**src/rtl/screen_pkg.sv**
```systemverilog
// Shared page-controller types: sequencer states, one-hot page encodings
// used by the background/designer/colour-mapper layers, and the default key.
package screen_pkg;

  typedef enum logic [2:0] {
    ST_TITLE,
    ST_PLAY,
    ST_WIN,
    ST_LOSE,
    ST_FADE_OUT,
    ST_FADE_IN
  } screen_state_t;

  localparam logic [3:0] STATUS_TITLE = 4'b0001;
  localparam logic [3:0] STATUS_PLAY  = 4'b0010;
  localparam logic [3:0] STATUS_WIN   = 4'b0100;
  localparam logic [3:0] STATUS_LOSE  = 4'b1000;

  localparam logic [7:0] START_KEY_DEFAULT = 8'h28;

  // One-hot status word shown while a page state is active.
  function automatic logic [3:0] status_of(input screen_state_t s);
    case (s)
      ST_PLAY: return STATUS_PLAY;
      ST_WIN:  return STATUS_WIN;
      ST_LOSE: return STATUS_LOSE;
      default: return STATUS_TITLE;
    endcase
  endfunction

endpackage

```
**src/rtl/screen_sequencer_frame_tick_gen.sv**
```systemverilog
// VGA vertical-sync synchroniser with a registered one-cycle pulse on the
// synchronised falling edge (3 clocks after the VGA_VS fall).
module frame_tick_gen (
  input  logic clk,
  input  logic rst_n,
  input  logic vga_vs,
  output logic frame_tick
);

  logic vs_meta;
  logic vs_sync;
  logic vs_prev;

  // Sync flops idle high (sync inactive) so reset never fakes an edge.
  always_ff @(posedge clk or negedge rst_n) begin
    if (!rst_n) begin
      vs_meta    <= 1'b1;
      vs_sync    <= 1'b1;
      vs_prev    <= 1'b1;
      frame_tick <= 1'b0;
    end else begin
      vs_meta    <= vga_vs;
      vs_sync    <= vs_meta;
      vs_prev    <= vs_sync;
      frame_tick <= vs_prev & ~vs_sync;
    end
  end

endmodule

```
**src/rtl/screen_sequencer.sv**
```systemverilog
// Page controller: TITLE -> PLAY -> WIN/LOSE -> TITLE with frame-counted
// fade-out/fade-in around each page change, all switching on frame ticks.
module screen_sequencer
  import screen_pkg::*;
#(
  parameter int unsigned FADE_FRAMES = 32,
  parameter int unsigned HOLD_FRAMES = 120,
  parameter logic [7:0]  START_KEY   = START_KEY_DEFAULT
) (
  input  logic       Clk,
  input  logic       Reset_n,
  input  logic       VGA_VS,
  input  logic [7:0] keycode,
  input  logic       win,
  input  logic       lose,
  output logic [3:0] status,
  output logic [2:0] fade_level,
  output logic       page_change,
  output logic       game_rst
);

  localparam int unsigned FW = $clog2(FADE_FRAMES);
  localparam int unsigned HW = $clog2(HOLD_FRAMES + 1);
  localparam logic [FW-1:0] FADE_LAST = FW'(FADE_FRAMES - 1);
  localparam logic [HW-1:0] HOLD_LAST = HW'(HOLD_FRAMES);

  screen_state_t state, state_n, dest, dest_n;
  logic [FW-1:0] fade_cnt, fade_cnt_n, fade_inc;
  logic [HW-1:0] hold_cnt, hold_cnt_n;
  logic          key_pend, key_pend_n;
  logic [7:0]    key_prev;
  logic          key_hit;
  logic          frame_tick;
  logic [3:0]    status_n;
  logic [2:0]    fade_level_n;
  logic          page_change_n;

  frame_tick_gen u_frame_tick (
    .clk        (Clk),
    .rst_n      (Reset_n),
    .vga_vs     (VGA_VS),
    .frame_tick (frame_tick)
  );

  assign key_hit  = (keycode == START_KEY) && (key_prev != START_KEY);
  assign fade_inc = fade_cnt + 1'b1;

  // State, counters and all outputs are registered here.
  always_ff @(posedge Clk or negedge Reset_n) begin
    if (!Reset_n) begin
      state       <= ST_TITLE;
      dest        <= ST_TITLE;
      fade_cnt    <= '0;
      hold_cnt    <= '0;
      key_pend    <= 1'b0;
      key_prev    <= '0;
      status      <= STATUS_TITLE;
      fade_level  <= '0;
      page_change <= 1'b0;
      game_rst    <= 1'b1;
    end else begin
      state       <= state_n;
      dest        <= dest_n;
      fade_cnt    <= fade_cnt_n;
      hold_cnt    <= hold_cnt_n;
      key_pend    <= key_pend_n;
      key_prev    <= keycode;
      status      <= status_n;
      fade_level  <= fade_level_n;
      page_change <= page_change_n;
      game_rst    <= (state_n != ST_PLAY);
    end
  end

  // Next-state and next-output logic; every decision waits for frame_tick.
  always_comb begin
    state_n       = state;
    dest_n        = dest;
    fade_cnt_n    = fade_cnt;
    hold_cnt_n    = hold_cnt;
    key_pend_n    = key_pend;
    status_n      = status;
    fade_level_n  = fade_level;
    page_change_n = 1'b0;
    unique case (state)
      ST_TITLE: begin
        if (key_hit) key_pend_n = 1'b1;
        if (frame_tick && key_pend) begin
          dest_n  = ST_PLAY;
          state_n = ST_FADE_OUT;
        end
      end
      ST_PLAY: begin
        if (key_hit) key_pend_n = 1'b1;
        if (frame_tick && win) begin
          dest_n  = ST_WIN;
          state_n = ST_FADE_OUT;
        end else if (frame_tick && lose) begin
          dest_n  = ST_LOSE;
          state_n = ST_FADE_OUT;
        end
      end
      ST_WIN, ST_LOSE: begin
        if (key_hit && hold_cnt == HOLD_LAST) key_pend_n = 1'b1;
        if (frame_tick) begin
          if (hold_cnt != HOLD_LAST) begin
            hold_cnt_n = hold_cnt + 1'b1;
          end else if (key_pend) begin
            dest_n  = ST_TITLE;
            state_n = ST_FADE_OUT;
          end
        end
      end
      ST_FADE_OUT: begin
        if (frame_tick) begin
          if (fade_cnt == FADE_LAST) begin
            status_n      = status_of(dest);
            page_change_n = 1'b1;
            fade_cnt_n    = '0;
            fade_level_n  = 3'd7;
            state_n       = ST_FADE_IN;
          end else begin
            fade_cnt_n   = fade_inc;
            fade_level_n = fade_inc[FW-1 -: 3];
          end
        end
      end
      ST_FADE_IN: begin
        if (frame_tick) begin
          if (fade_cnt == FADE_LAST) begin
            fade_cnt_n   = '0;
            fade_level_n = '0;
            hold_cnt_n   = '0;
            state_n      = dest;
          end else begin
            fade_cnt_n   = fade_inc;
            fade_level_n = 3'd7 - fade_inc[FW-1 -: 3];
          end
        end
      end
      default: state_n = ST_TITLE;
    endcase
    // Any state change drops a pending key, including one hit this cycle.
    if (state_n != state) key_pend_n = 1'b0;
  end

endmodule

```
**config.mk**
```make
export PLATFORM = sky130hd
export DESIGN_NAME = screen_sequencer
export DESIGN_NICKNAME = d
export VERILOG_FILES = /design/src/rtl/screen_pkg.sv /design/src/rtl/screen_sequencer_frame_tick_gen.sv /design/src/rtl/screen_sequencer.sv
export SDC_FILE = /design/constraint.sdc
export NUM_CORES = 1
export LEC_CHECK = 0
export BUFFER_PORTS_ARGS = -buffer_cell sky130_fd_sc_hd__buf_4
export CORE_MARGIN = 3
export CORE_UTILIZATION = 45
export CTS_CLUSTER_SIZE = 10
export DETAILED_ROUTE_END_ITERATION = 12
export MAX_ROUTING_LAYER = met4
export SKIP_CTS_REPAIR_TIMING = 1
export SLEW_MARGIN = 20
export SYNTH_ARGS = -nofsm -noshare
export SYNTH_HDL_FRONTEND = slang
export SYNTH_SLANG_ARGS = --single-unit
```
**constraint.sdc**
```tcl
create_clock -name Clk -period 3.2 [get_ports Clk]
set_clock_uncertainty 0.05 [all_clocks]
set_input_delay 0.32 -clock Clk [delete_from_list [all_inputs] [get_ports Clk]]
set_output_delay 0.32 -clock Clk [all_outputs]
set_load 0.02 [all_outputs]
```
==> results of run 1 <==
==> worst max-delay path by stage <==
stage | to | cells past startpoint
2_1_floorplan | status[1]$_DFFE_PN0P_ | 7
3_3_place_gp | status[1]$_DFFE_PN0P_ | 6
3_5_place_dp | status[1]$_DFFE_PN0P_ | 6
4_1_cts | status[1]$_DFFE_PN0P_ | 6
5_1_grt | status[1]$_DFFE_PN0P_ | 6
6_report | status[1]$_DFFE_PN0P_ | 6
==> per-stage QoR <==
step,area (µm²),hold WS [ps],worst slack (ps)
floorplan,1920,-25.6,1210
global placement,2090,260,1150
detailed placement,2090,272,1050
CTS,2180,-36.3,1040
global route,2190,80.0,881
finish,2190,93.2,1060
==> where the power goes <==
part | leakage, nW | internal [mW] | switching [mW]
Sequential | 0.488 | 0.544 | 0.0418
Clock | 0.0422 | 0.153 | 0.156
Combinational | 0.435 | 0.0961 | 0.110
==> state kept, by name, indices dropped and copies added, names as in the netlist <==
name / cells
fade_level: 3
dest: 2
status: 4
page_change: 1
fade_cnt: 5
key_pend: 1
state: 3
u_frame_tick.vs_meta: 1
u_frame_tick.vs_sync: 1
u_frame_tick.vs_prev: 1
u_frame_tick.frame_tick: 1
game_rst: 1
hold_cnt: 7
key_prev: 8
==> final cells by class <==
type                            instances  area, µm²
Inverter                               12       45.0
Fill cell                             364       1870
Clock inverter                          1       5.00
Multi-Input combinational cell        124        847
Sequential cell                        39        982
Tap cell                               50       62.6
Timing Repair Buffer                   22        168
Clock buffer                            7       76.3
==> critical path, cell delays in order, from the launching register on <==
cell	delay [ps]
sky130_fd_sc_hd__dfrtp_1	390
sky130_fd_sc_hd__ha_1	220
sky130_fd_sc_hd__nand3_1	130
sky130_fd_sc_hd__inv_1	110
sky130_fd_sc_hd__ha_1	370
sky130_fd_sc_hd__nor3b_4	390
sky130_fd_sc_hd__mux2_2	370
==> cell usage after synthesis (2+ instances only) <==
cell,n
sky130_fd_sc_hd__nand4_1,3
sky130_fd_sc_hd__nor2_1,13
sky130_fd_sc_hd__o21ai_0,16
sky130_fd_sc_hd__nand2b_1,5
sky130_fd_sc_hd__o31ai_1,3
sky130_fd_sc_hd__a21oi_1,8
sky130_fd_sc_hd__dfrtp_1,34
sky130_fd_sc_hd__and3b_1,3
sky130_fd_sc_hd__buf_2,2
sky130_fd_sc_hd__xor2_1,4
sky130_fd_sc_hd__dfstp_2,5
sky130_fd_sc_hd__nand3_1,8
sky130_fd_sc_hd__nand3b_1,4
sky130_fd_sc_hd__mux2_2,4
sky130_fd_sc_hd__a211oi_1,2
sky130_fd_sc_hd__nand2_1,13
sky130_fd_sc_hd__or3_1,2
sky130_fd_sc_hd__inv_1,12
sky130_fd_sc_hd__ha_1,7
sky130_fd_sc_hd__nor3_1,6
sky130_fd_sc_hd__clkbuf_1,2
==> per-layer routing <==
| layer | share of wire, % | up-vias |
|---|---|---|
| li1 | - | 681 |
| met1 | 47 | 648 |
| met2 | 48 | 31 |
| met3 | 4.4 | 2 |
| met4 | 0.55 | 0 |
| met5 | 0 | - |
==> kinds of logic after synthesis <==
family	count (synthesis)	share of synthesized area, %
AND/OR/NAND/NOR	67	21.4
AO/OA/AOI/OAI	40	13.1
flip-flops	39	51.3
buffers and inverters	19	4.51
adder cells (fa/ha/maj)	7	4.57
XOR/XNOR	5	2.29
multiplexers	5	2.87
==> cells in the final DEF, fill, tap and decap left out, types with 3 or more instances in the layout <==
cell type	n
sky130_fd_sc_hd__a21oi_1	8
sky130_fd_sc_hd__and3b_1	3
sky130_fd_sc_hd__buf_4	21
sky130_fd_sc_hd__clkbuf_8	5
sky130_fd_sc_hd__dfrtp_1	34
sky130_fd_sc_hd__dfstp_2	5
sky130_fd_sc_hd__ha_1	7
sky130_fd_sc_hd__inv_1	12
sky130_fd_sc_hd__mux2_2	4
sky130_fd_sc_hd__nand2_1	13
sky130_fd_sc_hd__nand2b_1	5
sky130_fd_sc_hd__nand3_1	8
sky130_fd_sc_hd__nand3b_1	4
sky130_fd_sc_hd__nand4_1	3
sky130_fd_sc_hd__nor2_1	13
sky130_fd_sc_hd__nor3_1	6
sky130_fd_sc_hd__o21ai_0	16
sky130_fd_sc_hd__o31ai_1	3
sky130_fd_sc_hd__xor2_1	4
==> results.md, run 1 <==
- The share of flip-flops with an asynchronous set or reset after synthesis is 100%.
- Tracing the worst setup path back leads to its startpoint at fade_cnt[0]$_DFFE_PN0P_.
- Setup repair after global routing left no endpoint under its margin.
- Max-cap violations in this run came to 0.
- The signed area change from the synthesized netlist to the final layout is 14.1%.
- The total CTS buffers is 5.
- Summed over all nets, the half-perimeter wirelength after detailed placement is 2510 µm.
- The number of H-tree levels is 2.
- The number of input and output port buffers inserted is 21.
- In this run the count of I/O pins placed on the die edge is 22.
- The worst setup path is captured at a register.
- The run finished with clean final reports.
- Cells fill 53.9% of the core in the end.
- The share of the synthesized area in the top cell type is 44.4%.
- Static timing analysis puts the maximum clock frequency at 468 MHz.
- VDD sags by at most 276 µV.
- In the final routed layout, each cell accounts on average for 13.7 µm.
- The clock tree from TritonCTS is built.
- The startpoint-to-endpoint class of the critical path is register to register.
- The overall track demand over capacity in global routing is 15.4%.
- The initial antenna violation count was 0.
- The setup TNS after final layout is 0 ps.
- The met2 capacity usage during global routing is 24.3%.
- Global routing consumed, on the met1 layer, 19.9% of the routing resources.
- The synthesized area is 0.00192 mm².
- After layout, the design draws a total of 1.10 mW.
- The die covers 0.00508 mm².
- The floorplan step set the die width to 71.2 µm.
- The worst reg2reg path endpoint is status[1]$_DFFE_PN0P_.
- The initial core utilization is 47.2%.
- For this run, global-route usage on met3 was measured as 3.65%.
- The static leakage power is 0.965 nW.
- The filler-free cell count of the finished design is 255.
- met2 is the most crowded layer.
- After floorplanning, the core was sized to cover 0.00406 mm².
- The final hold violation count is 0.
- The path category of the worst min-delay check is primary input to register.
- The startpoint kind of the worst setup timing path is a register.
- The number of pins exceeding their max-slew limit in the final report is 0.
- The number of unique standard cell types used by synthesis is 47.
- The aggregate global routing overflow is 0.
- The data arrival time of the critical path is 2260 ps.
- For this block, the initial DRC count from the detailed router was 68.
- The first detailed-routing pass ran for 5 iterations.
- The worst relative slew slack is 67.0%.
- In this run the power density over the cells is 504 mW/mm².
- For this run, the number of Yosys warnings is 0.
- The biggest area consumer among synthesized cells is sky130_fd_sc_hd__dfrtp_1.
- The path with the worst hold slack has its endpoint at u_frame_tick.vs_meta$_DFF_PN1_.
- In this run the critical register-to-register path is launched from fade_cnt[0]$_DFFE_PN0P_.
- Data on the critical path is required at its endpoint by 3320 ps.
- The average size of a mapped cell is 10.5 µm².
- Sorting the synthesized cells by area gives the leading types as sky130_fd_sc_hd__dfrtp_1 (44%), sky130_fd_sc_hd__dfstp_2 (6.9%), sky130_fd_sc_hd__ha_1 (4.6%).
- The weighted congestion reported at the end of routability-driven placement is 0.855.
- The floorplan row count is 23.
- For this run, the leading register cell type out of synthesis is sky130_fd_sc_hd__dfrtp_1.
- The via count of the first global-routing pass is 1423.
- After detailed routing, the number of remaining DRC violations is 0.
- Once detail routing completed, the nets flagged for antenna violations numbered 0.
- The antenna diode count is 0.
- After the last flow step, the layout net total stands at 224.
- The startpoint identified for the worst hold timing path is VGA_VS.
- Summing over every cut layer, the via total after detailed routing is 1362.
- Counting tap cells, the placed design contains a total of 246 instances.
- The maximum count of clock buffers along a single path is 2.
- Setup violations remaining at the end of the flow were counted as 0.
- The final critical path takes up 66.8% of the cycle.
- Counting flops and latches in the post-synthesis netlist gives 39.
- From bottom edge to top edge, the die measures 71.2 µm.
- In the synthesized netlist, the number of instances is 182.
- Cells with a size suffix above 1 make up 20.0% of the layout.
- The worst-margin pin slew is 495 ps.
- Summing the sequential cell areas from Yosys gives 51.3% of the chip area.
- The buffer cell driving the clock tree root is sky130_fd_sc_hd__clkbuf_8.
- The smallest clock period supported by the final layout is computed as 2140 ps.
- The total detailed-routing wirelength is 3480 µm.
- The clock-pin slew on the worst setup and hold paths is 70 ps.
- The wire length of the first global-routing pass is 6140 µm.
- The number of clock sinks is 39.
- The number of stages on the worst hold path is 1.
- The maximum number of pins on one net before global-route repair is 40.
- Counting every net in the synthesized netlist gives 202.
- In this run the worst path has a maximum fanout of 11.
- Counting cells, the worst reg-to-reg path comes to 6.
- The worst register-to-register path has a setup slack of 1060 ps.
- Yosys mapped a number of flops with a built-in enable equal to 0.
- The clock latency at the later pin of the worst-skew pair is 280 ps.
- After detailed routing, the number of vias per cell comes to 5.34.
(Power assumes the default switching activity.)
==> run 2: changes to the inputs <==
--- a/config.mk
+++ b/config.mk
@@ -5,12 +5,14 @@
 export SDC_FILE = /design/constraint.sdc
 export NUM_CORES = 1
 export LEC_CHECK = 0
+export ABC_AREA = 1
 export BUFFER_PORTS_ARGS = -buffer_cell sky130_fd_sc_hd__buf_4
 export CORE_MARGIN = 3
 export CORE_UTILIZATION = 45
 export CTS_CLUSTER_SIZE = 10
 export DETAILED_ROUTE_END_ITERATION = 12
 export MAX_ROUTING_LAYER = met4
+export PLACE_DENSITY = 0.66
 export SKIP_CTS_REPAIR_TIMING = 1
 export SLEW_MARGIN = 20
 export SYNTH_ARGS = -nofsm -noshare
==> constraint.sdc (replaced) <==
create_clock -name Clk -period 1.88 [get_ports Clk]
set_clock_uncertainty 0.05 [all_clocks]
set_input_delay 0.188 -clock Clk [delete_from_list [all_inputs] [get_ports Clk]]
set_output_delay 0.188 -clock Clk [all_outputs]
set_load 0.02 [all_outputs]
==> run 2 against run 1 <==
  * Non-clock buffer count grew 15
  * Synthesized cell count rose by 21%
  * First-iteration DRC count shrank 2.9%
  * Core utilization up 5.4 points
  * Total power increased by 140%
==> results.md, run 2 <==
- The run finished with clean final reports.
- The start point of the critical path is fade_cnt[0]$_DFFE_PN0P_.
- The fraction of layout instances using a drive strength above 1 came to 25.2% (+5.2 points).
- The number of nets with antenna violations after detailed routing is 0 (unchanged).
- The startpoint kind of the worst setup timing path is a register.
- The highest net fanout along the worst path is 12 (+1).
- Setup repair after global routing left no endpoint under its margin.
- The floorplan row count came to 23 (unchanged).
- The initial core utilization was 47.7% (+0.46 points).
- The share of flip-flops with an asynchronous set or reset after synthesis was 100% (unchanged).
- The power per cell area is 1080 mW/mm² (+110%).
- The maximum count of clock buffers along a single path is 2 (unchanged).
- The number of input and output port buffers inserted is 21 (unchanged).
- The maximum number of pins on one net before global-route repair is 40 (unchanged).
- The number of iterations in the first detailed-routing pass is 4 (-1).
- The number of unique standard cell types used by synthesis is 32 (-32%).
- The fraction of power consumed by sequential logic is 43.9% (-9.3 points).
- The number of clock sinks is 39 (unchanged).
- The flip-flop and latch count after synthesis is 39 (unchanged).
- The cell depth of the worst flop-to-flop path is 10 (+4).
- The net switching power figure came to 0.914 mW (+200%).
- The routed length per placed instance is 12.3 µm (-10%).
- The post-synthesis sequential area ratio is 50.4% (-0.86 points).
- The most frequent standard cell in the layout excluding fill and tap cells is sky130_fd_sc_hd__nand2_1.
- The y dimension of the die is 71.8 µm (+0.77%).
- The final-report setup violation count came to 0 (unchanged).
- The launching point of the worst reg2reg path is fade_cnt[0]$_DFFE_PN0P_.
- The critical path data required time is 2020 ps (-1300 ps).
- The part of the total power dissipated in combinational logic came to 29.0% (+10 points).
- The type of destination of the critical path is a register.
- The number of instances in the placed design came to 291 (+18%).
- The share of the synthesized area in the top cell type is 43.7% (-0.74 points).
- The clock latency at the later pin of the worst-skew pair is 300 ps (+20 ps).
- The path category of the worst min-delay check is primary input to register.
- The detail-routed via count per cell came to 4.98 (-6.8%).
- The reg-to-reg setup timing slack is 160 ps (-900 ps).
- The detailed-placement wirelength estimate is 2690 µm (+7.5%).
- The area of the core is 0.00409 mm² (+0.71%).
- The destination of the critical timing path is hold_cnt[4]$_DFFE_PN0P_.
- The internal power is 1.70 mW (+110%).
- The number of pins exceeding their max-slew limit in the final report is 0 (unchanged).
- The worst relative slew slack was 67.5% (+0.48 points).
- The total CTS buffers is 5 (unchanged).
- The power after layout is 2.61 mW (+140%).
- The number of H-tree levels is 2 (unchanged).
- The post-layout net count is 281 (+25%).
- The wire length of the first global-routing pass came to 6450 µm (+5.0%).
- The aggregate global routing overflow is 0 (unchanged).
- The via count of the first global-routing pass was 1465 (+3.0%).
- In the layout the commonest cells are sky130_fd_sc_hd__nand2_1 (45), sky130_fd_sc_hd__dfrtp_1 (34), sky130_fd_sc_hd__inv_1 (28), sky130_fd_sc_hd__buf_4 (27), sky130_fd_sc_hd__nor2_1 (19).
- The weighted congestion reported at the end of routability-driven placement is 0.844 (-1.3%).
- From synthesis to final layout, the design area changed by 24.3%.
- The via count is 1553 (+14%).
- The antenna diode count is 0 (unchanged).
- The number of DRC markers after the initial detailed-route iteration is 66 (-2.9%).
- The flip-flop count of the largest register, all copies and words added was 8 (unchanged).
- The largest registers in the layout are key_prev (8), hold_cnt (7), fade_cnt (5).
- The most common flop cell mapped by yosys is sky130_fd_sc_hd__dfrtp_1.
- The startpoint-to-endpoint class of the critical path is register to register.
- The number of max-capacitance violations reported was 0 (unchanged).
- The buffer cell driving the clock tree root is sky130_fd_sc_hd__clkbuf_8.
- The clock tree from TritonCTS is built.
- By instance count, the leading cell after synthesis is sky130_fd_sc_hd__nand2_1.
- The worst register-to-register path ends at hold_cnt[4]$_DFFE_PN0P_.
- The clock-pin slew on the worst setup and hold paths is 80 ps (about the same).
- The shortest clock period the worst path allows after layout came to 1720 ps (-419 ps).
- The switching power as a share of total power is 35.0% (+7.0 points).
- The data arrival time of the critical path is 1860 ps (-400 ps).
- The largest register by flop count is key_prev.
- The area enclosed by the die boundary is 0.00515 mm² (+1.5%).
- The number of ports placed on the die boundary was 22 (unchanged).
- The worst-margin pin slew was 488 ps (-7.13 ps).
- The filler-free cell count of the finished design is 312 (+22%).
- The maximum frequency from static timing analysis is 582 MHz (+24%).
- The number of nets in the synthesized netlist came to 241 (+19%).
- The final hold violation count is 0 (unchanged).
- The worst slack on hold paths was 253 ps (+160 ps).
- In this run the most critical hold path is launched from win.
- By count the netlist is led by sky130_fd_sc_hd__nand2_1 (46), sky130_fd_sc_hd__dfrtp_1 (34), sky130_fd_sc_hd__inv_1 (29).
- The number of enable-type register cells in the synthesized netlist came to 0 (unchanged).
- The biggest area contributor in the post-synthesis netlist is sky130_fd_sc_hd__dfrtp_1.
- The setup TNS after final layout was 0 ps (unchanged).
- The clock network fraction of total power is 27.1% (-1.0 points).
- Ranked by total cell area, the synthesized netlist is headed by sky130_fd_sc_hd__dfrtp_1 (44%), sky130_fd_sc_hd__nand2_1 (8.9%), sky130_fd_sc_hd__dfstp_2 (6.7%).
- The number of standard cells after synthesis is 221 (+21%).
- The die outline width is 71.8 µm (+0.77%).
- The synthesized area is 0.00195 mm² (+1.7%).
- The average size of a mapped cell was 8.82 µm² (-16%).
- The post-route fraction of the period consumed by the critical path was 91.4% (+25 points).
- The peak supply drop is 740 µV (+170%).
- The total detailed-routing wirelength was 3830 µm (+9.8%).
- The count of unresolved DRC violations after routing came to 0 (unchanged).
- The initial antenna violation count came to 0 (unchanged).
- The overall track demand over capacity in global routing came to 16.8% (+1.4 points).
- The static leakage power is 1.16 nW (+20%).
- The number of synthesis warnings is 0 (unchanged).
-- run 2: power by group through the flow --
| stage | clock [mW] | combinational (mW) | sequential [mW] |
|---|---|---|---|
| final | 0.709 | 0.758 | 1.15 |
| after global routing | 0.768 | 0.855 | 1.18 |
| after CTS | 0.741 | 0.717 | 1.14 |
| after detailed placement | 0 | 0.708 | 1.16 |
| after global placement | 0 | 0.693 | 1.15 |
| after floorplan | 0 | 0.507 | 1.15 |
-- run 2: metrics by stage --
step	utilization, %	setup WS [ps]	instance area [µm²]
6_report	59.2	161	2420
5_1_grt	59.2	13.4	2420
4_1_cts	55.5	1.65	2270
3_5_place_dp	52.7	19.8	2150
3_3_place_gp	52.7	101	2150
2_1_floorplan	-	108	1950
-- run 2: final cells by class --
cell class	count	area, µm²
Clock inverter	3	47.5
Inverter	32	120
Sequential cell	39	982
Tap cell	50	62.6
Multi-Input combinational cell	146	837
Timing Repair Buffer	37	303
Fill cell	350	1670
Clock buffer	5	68.8
-- run 2: kinds of logic (layout without fill, tap and decap cells) --
| kind of cell | Yosys count | count (layout) | share of synthesized area, % |
|---|---|---|---|
| buffers and inverters | 36 | 77 | 8.09 |
| and+or+nand+nor | 109 | 109 | 27.7 |
| xor gates and xnor gates | 2 | 2 | 0.899 |
| adders and majority gates | 7 | 7 | 4.50 |
| AOI/OAI and AO/OA | 28 | 28 | 8.41 |
| DFF | 39 | 39 | 50.4 |
-- run 2: worst min path at each step --
| stage | end | slack (ps) | cells past startpoint |
|---|---|---|---|
| CTS | key_prev[0]$_DFF_PN0_ | -200 | 1 |
| global placement | key_prev[6]$_DFF_PN0_ | 130 | 1 |
| global route | u_frame_tick.vs_sync$_DFF_PN1_ | 320 | 0 |
| detailed placement | key_prev[6]$_DFF_PN0_ | 130 | 1 |
| finish | dest[0]$_DFFE_PN0P_ | 250 | 4 |
| floorplan | dest[0]$_DFFE_PN0P_ | -160 | 0 |
-- run 2: worst max-delay path, cell delays in order (launching register included) --
cell and delay [ps]:
sky130_fd_sc_hd__dfrtp_1 380, sky130_fd_sc_hd__ha_2 190, sky130_fd_sc_hd__nand3_1 100, sky130_fd_sc_hd__inv_2 100
sky130_fd_sc_hd__ha_4 140, sky130_fd_sc_hd__buf_4 110, sky130_fd_sc_hd__nand3_4 90, sky130_fd_sc_hd__nand2_2 230
sky130_fd_sc_hd__nand3_1 100, sky130_fd_sc_hd__nand2_1 70, sky130_fd_sc_hd__nor2_1 40
-- run 2: per-layer routing --
metal / wire, µm / global-route usage, % / vias to the layer above
met1: 1720 / 21.2 / 719
li1: - / - / 799
met4: 66 / 8.98 / 0
met3: 171 / 2.95 / 5
met5: 0 / - / -
met2: 1870 / 25.7 / 30
==> run 3: changes to the inputs <==
--- a/config.mk
+++ b/config.mk
@@ -7,12 +7,15 @@
 export LEC_CHECK = 0
 export ABC_AREA = 1
 export BUFFER_PORTS_ARGS = -buffer_cell sky130_fd_sc_hd__buf_4
+export CELL_PAD_IN_SITES_DETAIL_PLACEMENT = 1
+export CELL_PAD_IN_SITES_GLOBAL_PLACEMENT = 1
 export CORE_MARGIN = 3
-export CORE_UTILIZATION = 45
+export CORE_UTILIZATION = 39
 export CTS_CLUSTER_SIZE = 10
 export DETAILED_ROUTE_END_ITERATION = 12
 export MAX_ROUTING_LAYER = met4
-export PLACE_DENSITY = 0.66
+export PLACE_DENSITY_LB_ADDON = 0.1
+export SETUP_SLACK_MARGIN = 0.02
 export SKIP_CTS_REPAIR_TIMING = 1
 export SLEW_MARGIN = 20
 export SYNTH_ARGS = -nofsm -noshare
==> run 3 against run 2 <==
  * Global-route usage shrank 0.86 points
  * Count of clock-buffer cells in the layout is the same
  * Largest power group unchanged
  * Via count grew 1.0%
  * Critical path type unchanged
  * Highest routed layer unchanged
  * Die area grew 14%
  * Sequential power is essentially flat
  * Critical endpoint is now key_pend$_DFFE_PN0P_
  * First-iteration DRC count shrank 1.5%
  * Sequential cell count is the same
  * Hold slack lost 8.1 ps
  * Largest cell class unchanged
==> results.md, run 3 (same netlist as run 2, synthesis figures left out) <==
- The flow ran to the end, and the final reports show no timing, DRC or antenna violations.
- The number of pins exceeding their max-slew limit in the final report was 0 (unchanged).
- The flip-flop count of the largest register, all copies and words added is 8 (unchanged).
- The via count was 1569 (+1.0%).
- The highest net fanout along the worst path came to 4 (-8).
- The worst-margin pin slew is 492 ps (+4.59 ps).
- The routed length per placed instance is 13.2 µm (+7.7%).
- The area enclosed by the die boundary is 0.00588 mm² (+14%).
- The switching power as a share of total power is 33.8% (-1.2 points).
- The fraction of layout instances using a drive strength above 1 is 26.1% (+0.86 points).
- The area of the core is 0.00479 mm² (+17%).
- The maximum frequency from static timing analysis is 573 MHz (-1.6%).
- The final hold violation count came to 0 (unchanged).
- The total CTS buffers was 5 (unchanged).
- The total detailed-routing wirelength is 4330 µm (+13%).
- The number of ports placed on the die boundary is 22 (unchanged).
- The number of input and output port buffers inserted is 21 (unchanged).
- The clock latency at the later pin of the worst-skew pair is 290 ps (about the same).
- The overall track demand over capacity in global routing is 15.9% (-0.86 points).
- The count of unresolved DRC violations after routing was 0 (unchanged).
- The post-route fraction of the period consumed by the critical path is 92.9% (+1.5 points).
- The cell depth of the worst flop-to-flop path came to 12 (+2).
- The wire length of the first global-routing pass is 7300 µm (+13%).
- The detail-routed via count per cell was 4.78 (-3.9%).
- The net switching power figure is 0.933 mW (+2.1%).
- The endpoint identified for the worst register-to-register timing path is key_pend$_DFFE_PN0P_.
- The buffer cell driving the clock tree root is sky130_fd_sc_hd__clkbuf_8.
- The startpoint kind of the worst setup timing path is a register.
- The number of inserted filler cells in the final layout is 554 (+58%).
- The initial core utilization was 40.7% (-7.0 points).
- The post-placement setup slack is -2.91 ps (-22.7 ps).
- The number of H-tree levels is 2 (unchanged).
- The number of clock sinks is 39 (unchanged).
- The initial antenna violation count is 0 (unchanged).
- The data arrival time of the critical path is 1930 ps (+70 ps).
- The worst hold path terminates at dest[0]$_DFFE_PN0P_.
- The maximum count of clock buffers along a single path is 2 (unchanged).
- The internal power is 1.83 mW (+7.7%).
- The maximum number of pins on one net before global-route repair came to 40 (unchanged).
- The type of destination of the critical path is a register.
- The power after layout is 2.76 mW (+5.7%).
- In the layout the commonest cells are sky130_fd_sc_hd__nand2_1 (45), sky130_fd_sc_hd__dfrtp_1 (34), sky130_fd_sc_hd__inv_1 (28), sky130_fd_sc_hd__buf_4 (26), sky130_fd_sc_hd__nor2_1 (19).
- The shortest clock period the worst path allows after layout is 1750 ps (+27.6 ps).
- The y dimension of the die was 76.7 µm (+6.8%).
- The design area is 0.00248 mm² (+2.6%).
- The via count of the first global-routing pass was 1610 (+9.9%).
- The library cell used most frequently in the layout, excluding fill and tap cells, is sky130_fd_sc_hd__nand2_1.
- The clock network fraction of total power was 29.8% (+2.7 points).
- The number of iterations in the first detailed-routing pass came to 4 (unchanged).
- The largest registers in the layout are key_prev (8), hold_cnt (7), fade_cnt (5).
- The floorplan row count is 25 (+8.7%).
- The detailed-placement wirelength estimate is 3050 µm (+13%).
- The largest register by flop count is key_prev.
- The signed area change from the synthesized netlist to the final layout is 27.6%.
- TritonCTS built the clock tree.
- The part of the total power dissipated in combinational logic is 27.9% (-1.1 points).
- The path class of the tightest hold or removal check is primary input to register.
- The weighted congestion reported at the end of routability-driven placement is 0.838 (-0.64%).
- The number of stages on the worst hold path is 4 (unchanged).
- The static leakage power is 1.17 nW (+0.39%).
- The die outline width came to 76.7 µm (+6.8%).
- The number of max-capacitance violations reported is 0 (unchanged).
- The antenna diode count is 0 (unchanged).
- The startpoint identified for the worst hold timing path is win.
- The reg-to-reg setup timing slack is 130 ps (-30 ps).
- The fraction of power consumed by sequential logic was 42.2% (-1.7 points).
- The final worst slack is 134 ps (-27.6 ps).
- The worst relative slew slack is 67.2% (-0.31 points).
- The clock-pin slew on the worst setup and hold paths is 80 ps (about the same).
- The post-layout net count is 280 (-0.36%).
- The final-report setup violation count was 0 (unchanged).
- The aggregate global routing overflow came to 0 (unchanged).
- The number of DRC markers after the initial detailed-route iteration is 65 (-1.5%).
- The placed instance area is 0.00217 mm² (+0.99%).
- The startpoint-to-endpoint class of the critical path is register to register.
- The power per cell area is 1110 mW/mm² (+3.0%).
- The number of nets with antenna violations after detailed routing is 0 (unchanged).
- The launching point of the worst reg2reg path is fade_cnt[0]$_DFFE_PN0P_.
- The critical path data required time is 2060 ps (+40 ps).
- The peak supply drop is 587 µV (-21%).
-- run 3: cell count changes in the layout (fill, tap and decap cells not counted) --
cell	delta
sky130_fd_sc_hd__buf_4	-1
sky130_fd_sc_hd__bufinv_16	+1
sky130_fd_sc_hd__clkinv_4	-1
sky130_fd_sc_hd__clkinvlp_4	+1
sky130_fd_sc_hd__ha_2	-1
sky130_fd_sc_hd__ha_4	+1
sky130_fd_sc_hd__inv_6	-1
sky130_fd_sc_hd__nand2_2	-1
sky130_fd_sc_hd__nand2_4	+1
sky130_fd_sc_hd__nand3_1	-1
sky130_fd_sc_hd__nand3_2	+1
sky130_fd_sc_hd__o31ai_1	-2
sky130_fd_sc_hd__o31ai_2	+2
-- run 3: routing by layer --
metal	global-route usage [%]	part of all wire, %
met1	19.5	46
met2	26.0	50
met3	3.64	2.4
met4	5.43	1.5
met5	-	0
-- run 3: power by group through the flow --
stage	logic (mW)	clock network [mW]	registers, mW
6_report	0.771	0.825	1.17
5_1_grt	0.883	0.892	1.20
4_1_cts	0.731	0.861	1.15
3_5_place_dp	0.725	0	1.17
3_3_place_gp	0.705	0	1.16
2_1_floorplan	0.507	0	1.15
-- run 3: per-stage QoR --
stage	setup TNS [ps]	util, %	std cells	hold slack, ps
after global routing	-21.6	51.9	328	312
after floorplan	0	-	221	-158
after detailed placement	-2.91	45.4	308	147
final	0	51.9	328	245
after CTS	-57.1	48.3	316	-175
after global placement	0	45.4	308	139
-- run 3: area by class of cell --
cell class / instances / area, µm² / share of cell area, %
well taps: 67 / 83.8 / 3.37
flip-flops and latches: 39 / 982 / 39.5
repair buffers: 36 / 295 / 11.9
multi-input cells: 146 / 867 / 34.9
clock buffers: 5 / 68.8 / 2.77
inverters: 32 / 120 / 4.83
clock inverters: 3 / 67.6 / 2.72
-- run 3: worst max path at each step --
stage	startpoint	end	slack, ps
2_1_floorplan	fade_cnt[0]$_DFFE_PN0P_	key_pend$_DFFE_PN0P_	110
3_3_place_gp	fade_cnt[0]$_DFFE_PN0P_	key_pend$_DFFE_PN0P_	80
3_5_place_dp	fade_cnt[0]$_DFFE_PN0P_	key_pend$_DFFE_PN0P_	-3
4_1_cts	fade_cnt[0]$_DFFE_PN0P_	status[2]$_DFFE_PN0P_	-20
5_1_grt	fade_cnt[0]$_DFFE_PN0P_	key_pend$_DFFE_PN0P_	-20
6_report	fade_cnt[0]$_DFFE_PN0P_	key_pend$_DFFE_PN0P_	130
-- run 3: worst max-delay path: stages (launching register included) --
cell and delay [ps]:
sky130_fd_sc_hd__dfrtp_1 400, sky130_fd_sc_hd__ha_2 210, sky130_fd_sc_hd__nand3_2 80, sky130_fd_sc_hd__inv_2 110, sky130_fd_sc_hd__ha_4 160, sky130_fd_sc_hd__nand2_2 80
sky130_fd_sc_hd__nor2_4 150, sky130_fd_sc_hd__nor2_4 40, sky130_fd_sc_hd__nor2_1 130, sky130_fd_sc_hd__nand3_1 90, sky130_fd_sc_hd__nand2_1 70, sky130_fd_sc_hd__nand2_1 50
sky130_fd_sc_hd__nor2_2 70
